File: config.mk
export PLATFORM = sky130hd
export DESIGN_NAME = equilibrium_score_engine_flat
export DESIGN_NICKNAME = d
export VERILOG_FILES = /design/src/rtl/equilibrium_score_engine_if.sv /design/src/rtl/equilibrium_score_engine.sv /design/src/flat_wrapper.sv
export SDC_FILE = /design/constraint.sdc
export NUM_CORES = 1
export LEC_CHECK = 0
export ABC_AREA = 0
export ABC_CLOCK_PERIOD_IN_PS = 8500
export BUFFER_PORTS_ARGS = -buffer_cell sky130_fd_sc_hd__clkbuf_2
export CORE_ASPECT_RATIO = 0.9
export CORE_UTILIZATION = 55
export CTS_CLUSTER_SIZE = 10
export DETAILED_ROUTE_END_ITERATION = 10
export PLACE_DENSITY_LB_ADDON = 0.08
export SLEW_MARGIN = 20
export SYNTH_ARGS = -nofsm -noshare
export SYNTH_HDL_FRONTEND = slang
export SYNTH_SLANG_ARGS = --single-unit
File: constraint.sdc
create_clock -name clock -period 8.5 [get_ports clock]
set_clock_uncertainty 0.15 [all_clocks]
set_input_delay 1.7 -clock clock [delete_from_list [all_inputs] [get_ports clock]]
set_output_delay 1.7 -clock clock [all_outputs]
set_load 0.01 [all_outputs]
File: src/rtl/equilibrium_score_engine_if.sv
// Signal bundle between the game controller (master) and equilibrium_score_engine (slave).
interface equilibrium_score_engine_if #(
  parameter int NUM_ZONES = 8,
  parameter int POS_W     = 16,
  parameter int SCORE_W   = 10
);
  localparam int TZ_W = (NUM_ZONES > 1) ? $clog2(NUM_ZONES) : 1;

  // No valid/ready pair here: start_round, tick and clear_score are single-cycle
  // strobes sampled on the rising clock edge, and ganhou_ponto/perdeu_ponto are
  // single-cycle strobes the consumer must take on the cycle they are high.
  logic                      start_round;
  logic [TZ_W-1:0]           target_zone;
  logic [1:0]                nivel_dificuldade;
  logic                      tick;
  logic signed [POS_W-1:0]   current_pos;
  logic                      clear_score;
  logic                      ganhou_ponto;
  logic                      perdeu_ponto;
  logic [SCORE_W-1:0]        pontuacao;
  logic                      round_active;
  logic                      in_zone;
  logic [2:0]                streak;

  modport master (
    output start_round, target_zone, nivel_dificuldade, tick, current_pos, clear_score,
    input  ganhou_ponto, perdeu_ponto, pontuacao, round_active, in_zone, streak
  );

  modport slave (
    input  start_round, target_zone, nivel_dificuldade, tick, current_pos, clear_score,
    output ganhou_ponto, perdeu_ponto, pontuacao, round_active, in_zone, streak
  );
endinterface

File: src/rtl/equilibrium_score_engine.sv
// Pendulum balance game: hold the pendulum inside a target LED zone long enough to score.
// Optional macro SCORE_STREAK_EN adds a win-streak counter and a bonus point at streak >= 3.
module equilibrium_score_engine #(
  parameter int NUM_ZONES  = 8,
  parameter int POS_W      = 16,
  parameter int ZONE_MIN   = -1024,
  parameter int ZONE_SPAN  = 256,
  parameter int DWELL_BASE = 4,
  parameter int ROUND_BASE = 256,
  parameter int SCORE_W    = 10
) (
  input  logic                        clock,
  input  logic                        reset,
  equilibrium_score_engine_if.slave   sif,
  output logic [1:0]                  o_dbg_state
);
  localparam int TZ_W = (NUM_ZONES > 1) ? $clog2(NUM_ZONES) : 1;
  localparam int RC_W = $clog2(ROUND_BASE + 1);
  localparam int DC_W = $clog2(DWELL_BASE * 4 + 1);
  localparam int CW   = POS_W + 34;

  typedef enum logic [1:0] {
    S_IDLE   = 2'd0,
    S_SEEK   = 2'd1,
    S_HOLD   = 2'd2,
    S_RESULT = 2'd3
  } state_t;

  state_t            r_state;
  logic [TZ_W-1:0]   r_target;
  logic [1:0]        r_level;
  logic [RC_W-1:0]   r_round;
  logic [DC_W-1:0]   r_dwell;
  logic              r_in_zone;
  logic              r_win;
  logic              r_loss;
  logic [SCORE_W-1:0] r_score;

  logic signed [CW-1:0] w_pos;
  logic signed [CW-1:0] w_lo;
  logic signed [CW-1:0] w_hi;
  logic                 w_in_zone;
  logic [DC_W-1:0]      w_dwell_req;
  logic [RC_W-1:0]      w_round_lim;
  logic [DC_W-1:0]      w_dwell_inc;
  logic [RC_W-1:0]      w_round_inc;
  logic                 w_hit;
  logic                 w_timeout;
  logic                 w_sample;
  logic                 w_win_evt;
  logic                 w_loss_evt;
  logic                 w_bonus;
  logic [3:0]           w_pts;
  logic [SCORE_W:0]     w_sum;
  logic [SCORE_W-1:0]   w_score_sat;

  // Zone bounds are computed far wider than POS_W so extreme parameters cannot wrap.
  assign w_pos     = {{(CW-POS_W){sif.current_pos[POS_W-1]}}, sif.current_pos};
  assign w_lo      = CW'(ZONE_MIN) + CW'(r_target) * CW'(ZONE_SPAN);
  assign w_hi      = w_lo + CW'(ZONE_SPAN) - CW'(1);
  assign w_in_zone = (w_pos >= w_lo) && (w_pos <= w_hi);

  assign w_dwell_req = DC_W'(DWELL_BASE * (int'(r_level) + 1));
  assign w_round_lim = RC_W'(ROUND_BASE >> r_level);
  assign w_dwell_inc = r_dwell + DC_W'(1);
  assign w_round_inc = r_round + RC_W'(1);
  assign w_hit       = w_in_zone && (w_dwell_inc >= w_dwell_req);
  assign w_timeout   = (w_round_inc >= w_round_lim);

  assign w_sample   = !sif.start_round && sif.tick &&
                      ((r_state == S_SEEK) || (r_state == S_HOLD));
  assign w_win_evt  = w_sample && w_hit;
  assign w_loss_evt = w_sample && !w_hit && w_timeout;

  always_ff @(posedge clock or posedge reset) begin
    if (reset) begin
      r_state   <= S_IDLE;
      r_target  <= '0;
      r_level   <= '0;
      r_round   <= '0;
      r_dwell   <= '0;
      r_in_zone <= 1'b0;
      r_win     <= 1'b0;
      r_loss    <= 1'b0;
    end else begin
      r_win  <= 1'b0;
      r_loss <= 1'b0;
      if (sif.start_round) begin
        if ({1'b0, sif.target_zone} > (TZ_W+1)'(NUM_ZONES - 1))
          r_target <= TZ_W'(NUM_ZONES - 1);
        else
          r_target <= sif.target_zone;
        r_level   <= sif.nivel_dificuldade;
        r_round   <= '0;
        r_dwell   <= '0;
        r_in_zone <= 1'b0;
        r_state   <= S_SEEK;
      end else begin
        case (r_state)
          S_IDLE: r_state <= S_IDLE;
          S_SEEK, S_HOLD: begin
            if (sif.tick) begin
              r_round   <= w_round_inc;
              r_in_zone <= w_in_zone;
              r_dwell   <= w_in_zone ? w_dwell_inc : '0;
              // A dwell win on the final round tick still counts as a win.
              if (w_hit) begin
                r_state <= S_RESULT;
                r_win   <= 1'b1;
              end else if (w_timeout) begin
                r_state <= S_RESULT;
                r_loss  <= 1'b1;
              end else begin
                r_state <= w_in_zone ? S_HOLD : S_SEEK;
              end
            end
          end
          S_RESULT: r_state <= S_IDLE;
          default:  r_state <= S_IDLE;
        endcase
      end
    end
  end

`ifdef SCORE_STREAK_EN
  logic [2:0] r_streak;

  assign w_bonus = (r_streak >= 3'd3);

  always_ff @(posedge clock or posedge reset) begin
    if (reset)
      r_streak <= '0;
    else if (sif.clear_score || w_loss_evt)
      r_streak <= '0;
    else if (w_win_evt && (r_streak != 3'd7))
      r_streak <= r_streak + 3'd1;
  end

  assign sif.streak = r_streak;
`else
  assign w_bonus    = 1'b0;
  assign sif.streak = 3'd0;
`endif

  assign w_pts       = 4'(r_level) + 4'd1 + 4'(w_bonus);
  assign w_sum       = {1'b0, r_score} + (SCORE_W+1)'(w_pts);
  assign w_score_sat = w_sum[SCORE_W] ? '1 : w_sum[SCORE_W-1:0];

  // Clearing wins over a same-cycle scoring event.
  always_ff @(posedge clock or posedge reset) begin
    if (reset)
      r_score <= '0;
    else if (sif.clear_score)
      r_score <= '0;
    else if (w_win_evt)
      r_score <= w_score_sat;
  end

  assign sif.ganhou_ponto = r_win;
  assign sif.perdeu_ponto = r_loss;
  assign sif.pontuacao    = r_score;
  assign sif.round_active = (r_state == S_SEEK) || (r_state == S_HOLD);
  assign sif.in_zone      = r_in_zone;
  assign o_dbg_state      = r_state;
endmodule

File: src/flat_wrapper.sv
// flat-port wrapper written by rule: the top's interface ports become plain ports
module equilibrium_score_engine_flat 
#(
  parameter int NUM_ZONES  = 8,
  parameter int POS_W      = 16,
  parameter int ZONE_MIN   = -1024,
  parameter int ZONE_SPAN  = 256,
  parameter int DWELL_BASE = 4,
  parameter int ROUND_BASE = 256,
  parameter int SCORE_W    = 10
)
  (clock, reset, o_dbg_state, sif_start_round, sif_target_zone, sif_nivel_dificuldade, sif_tick, sif_current_pos, sif_clear_score, sif_ganhou_ponto, sif_perdeu_ponto, sif_pontuacao, sif_round_active, sif_in_zone, sif_streak);
  equilibrium_score_engine_if #(.NUM_ZONES(NUM_ZONES), .POS_W(POS_W), .SCORE_W(SCORE_W)) sif_i ();
  input  logic clock;
  input  logic reset;
  output logic [1:0] o_dbg_state;
  input wire logic [$bits(sif_i.start_round)-1:0] sif_start_round;
  input wire logic [$bits(sif_i.target_zone)-1:0] sif_target_zone;
  input wire logic [$bits(sif_i.nivel_dificuldade)-1:0] sif_nivel_dificuldade;
  input wire logic [$bits(sif_i.tick)-1:0] sif_tick;
  input wire logic [$bits(sif_i.current_pos)-1:0] sif_current_pos;
  input wire logic [$bits(sif_i.clear_score)-1:0] sif_clear_score;
  output wire logic [$bits(sif_i.ganhou_ponto)-1:0] sif_ganhou_ponto;
  output wire logic [$bits(sif_i.perdeu_ponto)-1:0] sif_perdeu_ponto;
  output wire logic [$bits(sif_i.pontuacao)-1:0] sif_pontuacao;
  output wire logic [$bits(sif_i.round_active)-1:0] sif_round_active;
  output wire logic [$bits(sif_i.in_zone)-1:0] sif_in_zone;
  output wire logic [$bits(sif_i.streak)-1:0] sif_streak;
  assign sif_i.start_round = sif_start_round;
  assign sif_i.target_zone = sif_target_zone;
  assign sif_i.nivel_dificuldade = sif_nivel_dificuldade;
  assign sif_i.tick = sif_tick;
  assign sif_i.current_pos = sif_current_pos;
  assign sif_i.clear_score = sif_clear_score;
  assign sif_ganhou_ponto = sif_i.ganhou_ponto;
  assign sif_perdeu_ponto = sif_i.perdeu_ponto;
  assign sif_pontuacao = sif_i.pontuacao;
  assign sif_round_active = sif_i.round_active;
  assign sif_in_zone = sif_i.in_zone;
  assign sif_streak = sif_i.streak;
  equilibrium_score_engine #(.NUM_ZONES(NUM_ZONES), .POS_W(POS_W), .ZONE_MIN(ZONE_MIN), .ZONE_SPAN(ZONE_SPAN), .DWELL_BASE(DWELL_BASE), .ROUND_BASE(ROUND_BASE), .SCORE_W(SCORE_W)) u_core (.clock(clock), .reset(reset), .sif(sif_i), .o_dbg_state(o_dbg_state));
endmodule
[After elaboration in Yosys (flattened, before gate mapping)]
Index checks and enable logic that the tools add are counted.
Word-level totals
  word-level logic and storage cells: 68
  output and inout port bits: 19
  flip-flop bits (word level): 34
  input port bits: 26
Cells by class
  equality and inequality tests: 4
  shift-type cells: 1
  order comparisons: 4
  reductions and logical operators: 14
  add/subtract/negate cells: 8
  muxes and demuxes: 28
Operators with widths (number)
  less-or-equal comparator 16 x 50 -> 1 bit: 1
  subtractor 50 x 2 -> 50 bit (second input constant): 1
  two-way mux 10 bit: 3
  two-way mux 9 bit: 3
  two-way mux 5 bit: 4
  greater-or-equal comparator 16 x 13 -> 1 bit: 1
  adder 13 x 10 -> 14 bit (second input constant): 1
  adder 11 x 12 -> 13 bit (first input constant): 1
  two-way mux 1 bit: 12
  adder 10 x 4 -> 11 bit: 1
  two-way mux 2 bit: 5
  adder 9 x 1 -> 9 bit (second input constant): 1
  greater-or-equal comparator 9 bit: 1
  >> shifter 9 x 2 -> 9 bit (first input constant): 1
  adder 2 x 1 -> 3 bit (second input constant): 2
  nonzero test 2 bit: 3
  adder 5 x 1 -> 5 bit (second input constant): 1
  greater-or-equal comparator 5 bit: 1
  logical AND 1 bit: 5
  equality test 2 bit (second input constant): 2
  one-hot mux 2 bit (2 select lines): 1
  OR reduction 2 bit: 2
  inequality test 3 bit (second input constant): 1
  equality test 2 x 1 -> 1 bit (second input constant): 1
  4 further kinds: 4

[Logic depth before layout (Yosys ltp)]
Gate-level depths: netlist of run 1.
  depth after elaboration: 11
  depth in mapped cells: 18
  gate-level depth less buffers: 17

[Worst setup path before layout of run 1]
No wires, ideal clock.
  path kind: input port to flip-flop
  start: in sif_current_pos[15]
  end: reg u_core.r_score[3] (netlist: u_core.sif.pontuacao[3])
  stages: 10
  library setup time: 0.096 ns
  required time: 8.254 ns
  arrival time: 3.793 ns
  path buffers: 1
  slack: 4.462 ns
  cells stage by stage: ha_1 -> a211oi_2 -> nor2_1 -> and3_4 -> o41ai_4 -> o211a_1 -> o21ai_2 -> or4_4 -> buf_6 -> o32ai_2
On the way
  cells in the longest elaborated chain, start to end: 5
  elaborated cells between the ends (all ways): 6
  those cells by class: 2 x order compare; 4 x reduce/logical
Ends and longest elaborated chain
  start: declaration: line flat_wrapper.sv:21  | input wire logic [$bits(sif_i.current_pos)-1:0] sif_current_pos;
  less-or-equal comparator 16 x 50 -> 1 bit or greater-or-equal comparator 16 x 13 -> 1 bit (tied branches): line equilibrium_score_engine.sv:61  | assign w_in_zone = (w_pos >= w_lo) && (w_pos <= w_hi);
  logical AND 1 bit (*): line equilibrium_score_engine.sv:61
  logical AND 1 bit (*): line equilibrium_score_engine.sv:67  | assign w_hit = w_in_zone && (w_dwell_inc >= w_dwell_req);
  logical AND 1 bit (*): line equilibrium_score_engine.sv:72  | assign w_win_evt = w_sample && w_hit;
  nonzero test 2 bit (no line) (*)
  end signal: assignment: line equilibrium_score_engine.sv:156  | r_score <= w_score_sat;
  end: declaration: line equilibrium_score_engine.sv:37  | logic [SCORE_W-1:0] r_score;
Every way passes the cells marked *; elsewhere a longest branch is shown, timed or not.
A chain may end at the register's enable or synchronous reset.

[Worst setup path after layout of run 1]
  start: reg u_core.r_target[0]
  end: reg u_core.r_score[9] (netlist: u_core.sif.pontuacao[9])
On the way
  cells in the longest elaborated chain, start to end: 8
  elaborated cells between the ends (all ways): 9
  those cells by class: 3 x add/sub; 2 x order compare; 4 x reduce/logical
Ends and longest elaborated chain
  start: declaration: line equilibrium_score_engine.sv:30  | logic [TZ_W-1:0] r_target;
  start signal: assignment: line equilibrium_score_engine.sv:90  | r_target <= TZ_W'(NUM_ZONES - 1);
  start signal: assignment: line equilibrium_score_engine.sv:92  | r_target <= sif.target_zone;
  adder 11 x 12 -> 13 bit (*): line equilibrium_score_engine.sv:59  | assign w_lo = CW'(ZONE_MIN) + CW'(r_target) * CW'(ZONE_SPAN);
  adder 13 x 10 -> 14 bit: line equilibrium_score_engine.sv:60  | assign w_hi = w_lo + CW'(ZONE_SPAN) - CW'(1);
  subtractor 50 x 2 -> 50 bit: line equilibrium_score_engine.sv:60
  less-or-equal comparator 16 x 50 -> 1 bit: line equilibrium_score_engine.sv:61
  logical AND 1 bit (*): line equilibrium_score_engine.sv:61
  logical AND 1 bit (*): line equilibrium_score_engine.sv:67
  logical AND 1 bit (*): line equilibrium_score_engine.sv:72
  nonzero test 2 bit (no line) (*)
Marked as above.

==> results of run 1 <==
-- worst paths after layout --
| check | end | slack [ns] | depth (start not counted) |
|---|---|---|---|
| max | u_core.sif.pontuacao[9] | 4.03 | 16 |
| min | u_core.sif.in_zone | 0.33 | 2 |
| max reg2reg | u_core.sif.pontuacao[9] | 4.03 | 16 |
| min reg2reg | u_core.sif.in_zone | 0.33 | 2 |
| max in group asynchronous | u_core.r_target[2] | 6.55 | 3 |
| min in group asynchronous | u_core.sif.ganhou_ponto | 1.32 | 3 |
-- per-layer routing --
layer | vias up | wire (µm) | part of all wire [%]
met5 | - | 0 | 0
met1 | 1168 | 3094 | 50
met2 | 52 | 2754 | 45
li1 | 1284 | - | -
met4 | 0 | 47 | 0.77
met3 | 5 | 235 | 3.8
-- kinds of logic (layout without fill, tap and decap cells) --
| group | count (synthesis) | after routing |
|---|---|---|
| other | 1 | 3 |
| AND/OR/NAND/NOR | 119 | 119 |
| AO/OA/AOI/OAI | 74 | 74 |
| buffers and inverters | 37 | 79 |
| adder cells (fa/ha/maj) | 55 | 55 |
| XOR/XNOR | 18 | 18 |
| flip-flops | 34 | 34 |
-- cell usage after synthesis (2+ instances only) --
cell,number
inv_1,28
o32ai_2,4
nand2b_1,6
nor3_1,8
nor2b_1,5
o211a_1,2
o21a_1,4
nor2_1,21
and2_1,4
or2_1,2
and3_1,2
ha_1,54
xor2_1,10
buf_4,3
xnor2_1,8
a22o_1,3
clkbuf_1,4
nor4_1,2
a21oi_2,2
nand2_1,38
a2bb2oi_2,3
a21o_1,6
nand4_1,11
o21ai_0,12
a311oi_1,4
dfrtp_1,34
or3_1,3
a21oi_1,20
o21ai_1,3
nand3_1,11
-- power by group --
group / internal (mW) / switching [mW] / total [mW]
Sequential: 0.168 / 0.00667 / 0.174
Combinational: 0.0581 / 0.0854 / 0.144
Clock: 0.0651 / 0.0631 / 0.128
Total: 0.291 / 0.155 / 0.446
-- cell type report --
| cell class | count | area (µm²) | share of cell area, % |
|---|---|---|---|
| Clock buffer | 6 | 82.58 | 2.437 |
| Clock inverter | 2 | 12.51 | 0.3693 |
| Inverter | 29 | 108.9 | 3.213 |
| Multi-Input combinational cell | 269 | 2037 | 60.12 |
| Sequential cell | 34 | 850.8 | 25.11 |
| Tap cell | 67 | 83.83 | 2.474 |
| Timing Repair Buffer | 42 | 212.7 | 6.278 |
-- sequential cells by signal, summed over array words and instances, names as in the netlist --
name / flops
u_core.r_target: 3
u_core.r_level: 2
u_core.o_dbg_state: 2
u_core.r_round: 9
u_core.sif.pontuacao: 10
u_core.sif.in_zone: 1
u_core.sif.ganhou_ponto: 1
u_core.r_dwell: 5
u_core.sif.perdeu_ponto: 1
-- per-stage QoR --
stage                     cells  worst slack (ns)  power (mW)  cell area [µm²]
after global routing        449             3.685      0.4769             3388
after CTS                   449             4.053      0.4494             3388
after floorplan             340             4.462      0.2823             3045
after detailed placement    441             4.038      0.3210             3293
after global placement      441             4.119      0.3182             3293
final                       449             4.027      0.4463             3388
-- critical path: cells and delay by family, from the launching register on --
kind                     cells  cell delay [ns]
adder cells (fa/ha/maj)      2             0.68
flip-flops                   1             0.41
AND/OR/NAND/NOR              7             1.31
AO/OA/AOI/OAI                5             1.70
buffers and inverters        2             0.15
==> results_dict.tcl, run 1 <==
set metrics [dict create \
    status "complete, no violations" \
    ys_warn_count 0 \
    post_cts_buffers 0 \
    grt_pass1_wl_mm 10.36 \
    clock.fmax_mhz 223.6 \
    hpwlAfterDp_mm 4.798 \
    initial_core_util_pct 57.47 \
    ys_ff_latch 34 \
    post-route-drc-count 0 \
    grt_remaining_overflow 0 \
    fill_cells 466 \
    final_common_cell "ha_1" \
    use_met3_pct 4.151 \
    gp_congestion 0.8465 \
    clock_sinks 34 \
    cts_tree "built" \
    cp-startpoint "u_core.r_target[0]" \
    layout_common_cells "ha_1, clkbuf_2, nand2_1" \
    ctsLongestPathBuffers 2 \
    yosysSeqAreaShare_pct 28.01 \
    cp.required_ns 8.55 \
    first_iter_violations 123 \
    synth_compound_area_share_pct 19.07 \
    area_growth_pct 11.53 \
    synthesis.area_um2 3038 \
    irDropWorstVdd_v 0.0001118 \
    power_density_nw_per_um2 131.7 \
    cts_buffers 5 \
    htreeDepth 2 \
    root_buffer "clkbuf_8" \
    core.rowCount 25 \
    drt_first_pass_iters 4 \
    setup_violations 0 \
    period_share_pct 52.62 \
    synth_xor_xnor_area_share_pct 5.189 \
    synth_top_family_by_area "adder cells" \
    grt_use_met1_pct 31.67 \
    port_buffers 41 \
    ant_nets 0 \
    use_met2_pct 37.01 \
    r2r-start "u_core.r_target[0]" \
    die_x_um 80.34 \
    finalHoldViolations 0 \
    cp_data_arrival_time_ns 4.52 \
    ys_async_sr_fraction_pct 100.0 \
    track_usage_pct 22.88 \
    die_h_um 72.51 \
    synth_edf_count 0 \
    worstSetupEndpointType "flip-flop" \
    ys.flop_type "dfrtp_1" \
    die-area_um2 5825 \
    io_pins 45 \
    antenna_found_initial 0 \
    synth-simple-area-share_pct 19.52 \
    core-area_um2 5286 \
    critical_path.startpoint_type "flip-flop" \
    final_util_pct 64.09 \
    vias 2509 \
    avgSynthCellArea_um2 8.988 \
    rsz0062_at_grt "false" \
    grt_pass1_vias 2337 \
    leakage_nw 1.682 \
    grt_max_degree 35 \
    synth.area.top_cells "dfrtp_1, ha_1, nand2_1" \
    crit_chain "inv_1 > o21ai_1 > nand2_1 > nor2_1 > nand2_1 > ha_1 > inv_1 > ha_1 > nand4_1 > nor3_2 > nand4_1 > o211a_1 > o211a_1 > o211ai_2 > nor3_1 > a311oi_1" \
    maxSlewViolCount 0 \
    period_needed_ns 4.473 \
    max_slew_margin_pct 44.87 \
    hold_class "flip-flop to flip-flop" \
    slowest_delay_ns 0.66 \
    synth_adder_area_share_pct 22.90 \
    hold_slack_ns 0.3345 \
    clk_pin_slew_ns 0.07 \
    wirelength_mm 6.132 \
    drive_above_1_share_pct 17.54 \
    final_nets 462 \
    setup_tns_ns 0 \
    hp-start "u_core.sif.in_zone" \
    vias_per_cell 5.588 \
    syn_inst 338 \
    cts_hold_buf 0 \
    path_max_fanout 11 \
    avgRoutedWirePerCell_um 13.66 \
    yosysTopAreaCell "dfrtp_1" \
    synth_top_area_share_pct 28.01 \
    clock_latency_ns 0.29 \
    crit_path_top_delay_cell "o21ai_1" \
    tightest_slew_ns 0.8215 \
    antennaDiodeCount 0 \
    post_cts_resized 0 \
    gr-max-usage-layer "met2" \
    drv_cap 0 \
    synth.area.mux_share_pct 0 \
    yosysUniqueCellTypes 51 \
    crit_type "flip-flop to flip-flop" \
]
Power figures use the tool's default switching activity.
==> run 2, diff against run 1 <==
Settings changed: ABC_CLOCK_PERIOD_IN_PS 8500 to 4690.
Clock period 8.5 ns to 4.69 ns, I/O delays scaled along.
==> results_dict.tcl, run 2 (synthesized netlist as in run 1, its figures left out) <==
set metrics [dict create \
    post-route-drc-count 0 \
    grt_use_met1_pct 31.42 \
    crit_chain "ha_1 > inv_1 > ha_1 > nand2_1 > nor2_2 > nand2_1 > ha_1 > inv_1 > ha_1 > a211oi_2 > nor2_1 > and3_4 > o41ai_4 > o211a_1 > o21ai_2 > or4_4 > o32ai_2" \
    die_x_um 80.34 \
    antennaDiodeCount 0 \
    post_cts_buffers 0 \
    core-area_um2 5286 \
    max_slew_margin_pct 55.01 \
    core.rowCount 25 \
    layout_common_cells "ha_1, clkbuf_2, nand2_1" \
    critical_path.startpoint_type "flip-flop" \
    path_max_fanout 7 \
    reg2reg_slack_ns 0.44 \
    pwr-share-seq_pct 39.2 \
    period_needed_ns 4.252 \
    die_h_um 72.51 \
    p_sw_mw 0.2766 \
    port_buffers 41 \
    avgRoutedWirePerCell_um 13.82 \
    htreeDepth 2 \
    initial_core_util_pct 57.47 \
    cts_tree "built" \
    drv_cap 0 \
    gr-max-usage-layer "met2" \
    clk_pin_slew_ns 0.07 \
    cp_top_family "adder cells" \
    die-area_um2 5825 \
    use_met2_pct 37.19 \
    antenna_found_initial 0 \
    final_util_pct 64.38 \
    reg2reg_depth 17 \
    gp_congestion 0.8911 \
    ctsLongestPathBuffers 2 \
    crit_path_top_delay_cell "or4_4" \
    root_buffer "clkbuf_8" \
    worstSetupEndpointType "flip-flop" \
    largest_register_ffs 10 \
    ant_nets 0 \
    vias_per_cell 5.627 \
    clock_latency_ns 0.28 \
    status "complete, no violations" \
    track_usage_pct 23.18 \
    clock_sinks 34 \
    hold_depth 2 \
    grt_pass1_vias 2333 \
    cts_buffers 5 \
    worst-path-buf-inv 2 \
    finalHoldViolations 0 \
    vias 2532 \
    setup_violations 0 \
    switching_share_pct 34.31 \
    wirelength_mm 6.221 \
    grt_max_degree 35 \
    cp_common_cell "ha_1" \
    combPwrFrac_pct 32.8 \
    rsz0062_at_grt "false" \
    cp.depth 17 \
    grt_remaining_overflow 0 \
    first_iter_violations 76 \
    maxSlewViolCount 0 \
    clock.fmax_mhz 235.2 \
    power_density_nw_per_um2 236.9 \
    setup_tns_ns 0 \
    area_growth_pct 12.03 \
    hold_class "flip-flop to flip-flop" \
    period_share_pct 90.67 \
    grt_pass1_wl_mm 10.48 \
    cp.required_ns 4.73 \
    crit_type "flip-flop to flip-flop" \
    io_pins 45 \
    slowest_delay_ns 0.62 \
    clockPowerShare_pct 28.0 \
    hpwlAfterDp_mm 4.846 \
    drt_first_pass_iters 4 \
    tightest_slew_ns 0.6748 \
    drive_above_1_share_pct 17.75 \
    final_common_cell "ha_1" \
    irDropWorstVdd_v 0.0001787 \
    final_nets 463 \
    internal_power_mw 0.5295 \
    cp_data_arrival_time_ns 4.29 \
    leakage_nw 1.685 \
    use_met3_pct 5.283 \
]
[run 2: power groups by stage]
stage               Sequential (mW)  Combinational (mW)  Clock (mW)
floorplan                     0.321               0.190           0
global route                  0.318               0.302       0.246
finish                        0.316               0.264       0.226
global placement              0.321               0.256           0
CTS                           0.316               0.262       0.233
detailed placement            0.322               0.261           0
[run 2: final cells by class]
class                   instances  area (µm²)
multi-input cells             269        2048
inverters                      29       108.9
fillers                       454        1883
clock inverters                 1       5.005
flip-flops and latches         34       850.8
well taps                      67       83.83
clock buffers                   7       86.33
repair buffers                 43       220.2
[run 2: timing repair]
item	CTS	global route
gates resized for setup	0	2
endpoints found under the setup margin	0	2
hold buffers	0	0
[run 2: worst reg2reg max path, cell delays in order (launching register included)]
cell and delay (ns):
dfrtp_1 0.41, ha_1 0.29, inv_1 0.07, ha_1 0.34, nand2_1 0.08, nor2_2 0.19
nand2_1 0.09, ha_1 0.28, inv_1 0.04, ha_1 0.36, a211oi_2 0.20, nor2_1 0.09
and3_4 0.19, o41ai_4 0.30, o211a_1 0.27, o21ai_2 0.09, or4_4 0.62, o32ai_2 0.12
[run 2: worst paths after layout]
check / from / to
max: u_core.r_target[0] / u_core.sif.pontuacao[7]
min: u_core.sif.in_zone / u_core.sif.in_zone
max reg2reg: u_core.r_target[0] / u_core.sif.pontuacao[7]
min reg2reg: u_core.sif.in_zone / u_core.sif.in_zone
max in group asynchronous: reset / u_core.r_level[1]
min in group asynchronous: reset / u_core.sif.ganhou_ponto
[run 2: per-stage QoR]
stage               cells  setup slack, ns  hold slack, ns  total power [mW]  cell area (µm²)
finish                450           0.4376          0.3520            0.8062             3403
global route          450          0.05414          0.3847            0.8657             3403
CTS                   450           0.3886          0.3567            0.8106             3392
detailed placement    442           0.4089          0.3383            0.5825             3301
global placement      442           0.5386          0.3242            0.5766             3301
floorplan             340           0.6603          0.3450            0.5116             3045
[run 2: routing by layer]
metal  vias to the layer above  routed length, µm
met2                        49               2801
met4                         0                 51
met5                         -                  0
li1                       1298                  -
met3                         4                232
met1                      1181               3135
==> run 3, diff against run 2 <==
Settings changed: ABC_CLOCK_PERIOD_IN_PS 4690 to 3470, CORE_UTILIZATION 55 to 52.
Clock period 4.69 ns to 3.47 ns, I/O delays scaled along.
==> results_dict.tcl, run 3 (synthesized netlist as in run 1, its figures left out) <==
set metrics [dict create \
    grt_pass1_wl_mm 11.07 \
    period_share_pct 105.1 \
    ant_nets 0 \
    hpwlAfterDp_mm 5.249 \
    vias_per_cell 5.449 \
    power_density_nw_per_um2 323.0 \
    hold_class "input pin to async pin" \
    cts_hold_buf 0 \
    hold_slack_ns 0.3186 \
    clock_latency_ns 0.29 \
    finalHoldViolations 0 \
    grt_remaining_overflow 0 \
    final_nets 496 \
    critical_path.startpoint_type "flip-flop" \
    irDropWorstVdd_v 0.0002079 \
    clock.fmax_mhz 274.1 \
    grt_pass1_vias 2503 \
    cp_data_arrival_time_ns 3.68 \
    track_usage_pct 23.99 \
    die-area_um2 6152 \
    period_needed_ns 3.649 \
    antennaDiodeCount 0 \
    layout_common_cells "ha_1, clkbuf_2, nand2_1" \
    ctsLongestPathBuffers 2 \
    dpl_worst_slack_ns -0.2043 \
    cp.required_ns 3.50 \
    cts_buffers 5 \
    status "complete, but fails checks" \
    initial_core_util_pct 53.67 \
    drive_above_1_share_pct 30.05 \
    fin_ws_ns -0.1785 \
    path_max_fanout 6 \
    worstSetupEndpointType "flip-flop" \
    placed_area_um2 3553 \
    leakage_nw 1.868 \
    post-route-drc-count 0 \
    setup_violations 16 \
    antenna_found_initial 0 \
    drv_cap 0 \
    die_h_um 74.51 \
    final_common_cell "ha_1" \
    cts_tree "built" \
    vias 2648 \
    violations "setup timing" \
    clk_pin_slew_ns 0.07 \
    area_growth_pct 26.81 \
    die_x_um 82.57 \
    setup_tns_ns -1.627 \
    avgRoutedWirePerCell_um 14.27 \
    core-area_um2 5660 \
    design_area_um2 3852 \
    rsz0062_at_grt "true" \
    htreeDepth 2 \
    io_pins 45 \
    largest_register_ffs 10 \
    clock_sinks 34 \
    root_buffer "clkbuf_8" \
    drt_first_pass_iters 4 \
    wirelength_mm 6.934 \
    reg2reg_slack_ns -0.18 \
    totalPowerFinal_mw 1.244 \
    gp_congestion 0.9365 \
    maxSlewViolCount 0 \
    crit_type "flip-flop to flip-flop" \
    fill_cells 481 \
    port_buffers 41 \
    grt_max_degree 35 \
    core.rowCount 26 \
    first_iter_violations 104 \
]
-- run 3: worst paths after layout --
check | depth (start not counted) | endpoint | start
max | 18 | u_core.sif.pontuacao[2] | u_core.r_target[1]
min | 3 | u_core.sif.ganhou_ponto | reset
max reg2reg | 18 | u_core.sif.pontuacao[2] | u_core.r_target[1]
min reg2reg | 2 | u_core.sif.in_zone | u_core.sif.in_zone
max in group asynchronous | 3 | u_core.r_target[2] | reset
min in group clock | 2 | u_core.sif.in_zone | u_core.sif.in_zone
-- run 3: per-layer routing --
metal  up-vias  part of all wire [%]  GRT usage [%]
met5         -                     0              0
met4         0                   1.2          6.705
met3         9                   3.9          4.172
met2        58                    48          43.25
met1      1230                    46          29.39
li1       1351                     -              -
-- run 3: layout make-up --
cell class / instances / area, µm² / area share [%]
sequential: 34 / 850.8 / 22.09
timing repair buffer: 76 / 475.5 / 12.34
clock inverter: 1 / 30.03 / 0.7795
clock buffer: 7 / 76.32 / 1.981
multi-input combinational: 269 / 2223 / 57.71
inverter: 29 / 108.9 / 2.826
tap: 70 / 87.58 / 2.273
-- run 3: per-stage QoR --
stage	cells	util, %
global route	486	68.06
global placement	468	62.78
floorplan	340	-
CTS	482	66.20
detailed placement	468	62.78
finish	486	68.06
-- run 3: critical path: stages, from the launching register on --
cell and delay, ns:
dfrtp_1 0.40, ha_4 0.16, inv_2 0.04, ha_4 0.26, nand2_4 0.05, nor2_4 0.13
buf_4 0.13, nand2_1 0.05, ha_2 0.21, ha_4 0.28, nand4_1 0.13, nor3_2 0.24
nand4_1 0.19, buf_4 0.19, a2bb2oi_2 0.16, buf_4 0.14, a21oi_4 0.25, nand2_1 0.19
a2bb2oi_2 0.19
-- run 3: power breakdown --
part,leakage (nW),internal [mW],switching [mW]
logic,1.36,0.208,0.244
registers,0.459,0.411,0.0153
clock network,0.0524,0.215,0.152
total,1.87,0.834,0.411
-- run 3: timing repair --
action,4_1_cts,5_1_grt
pin swaps,10,19
buffers inserted,6,5
endpoints found under the setup margin,17,20
gates resized for setup,6,16
gates cloned,0,0
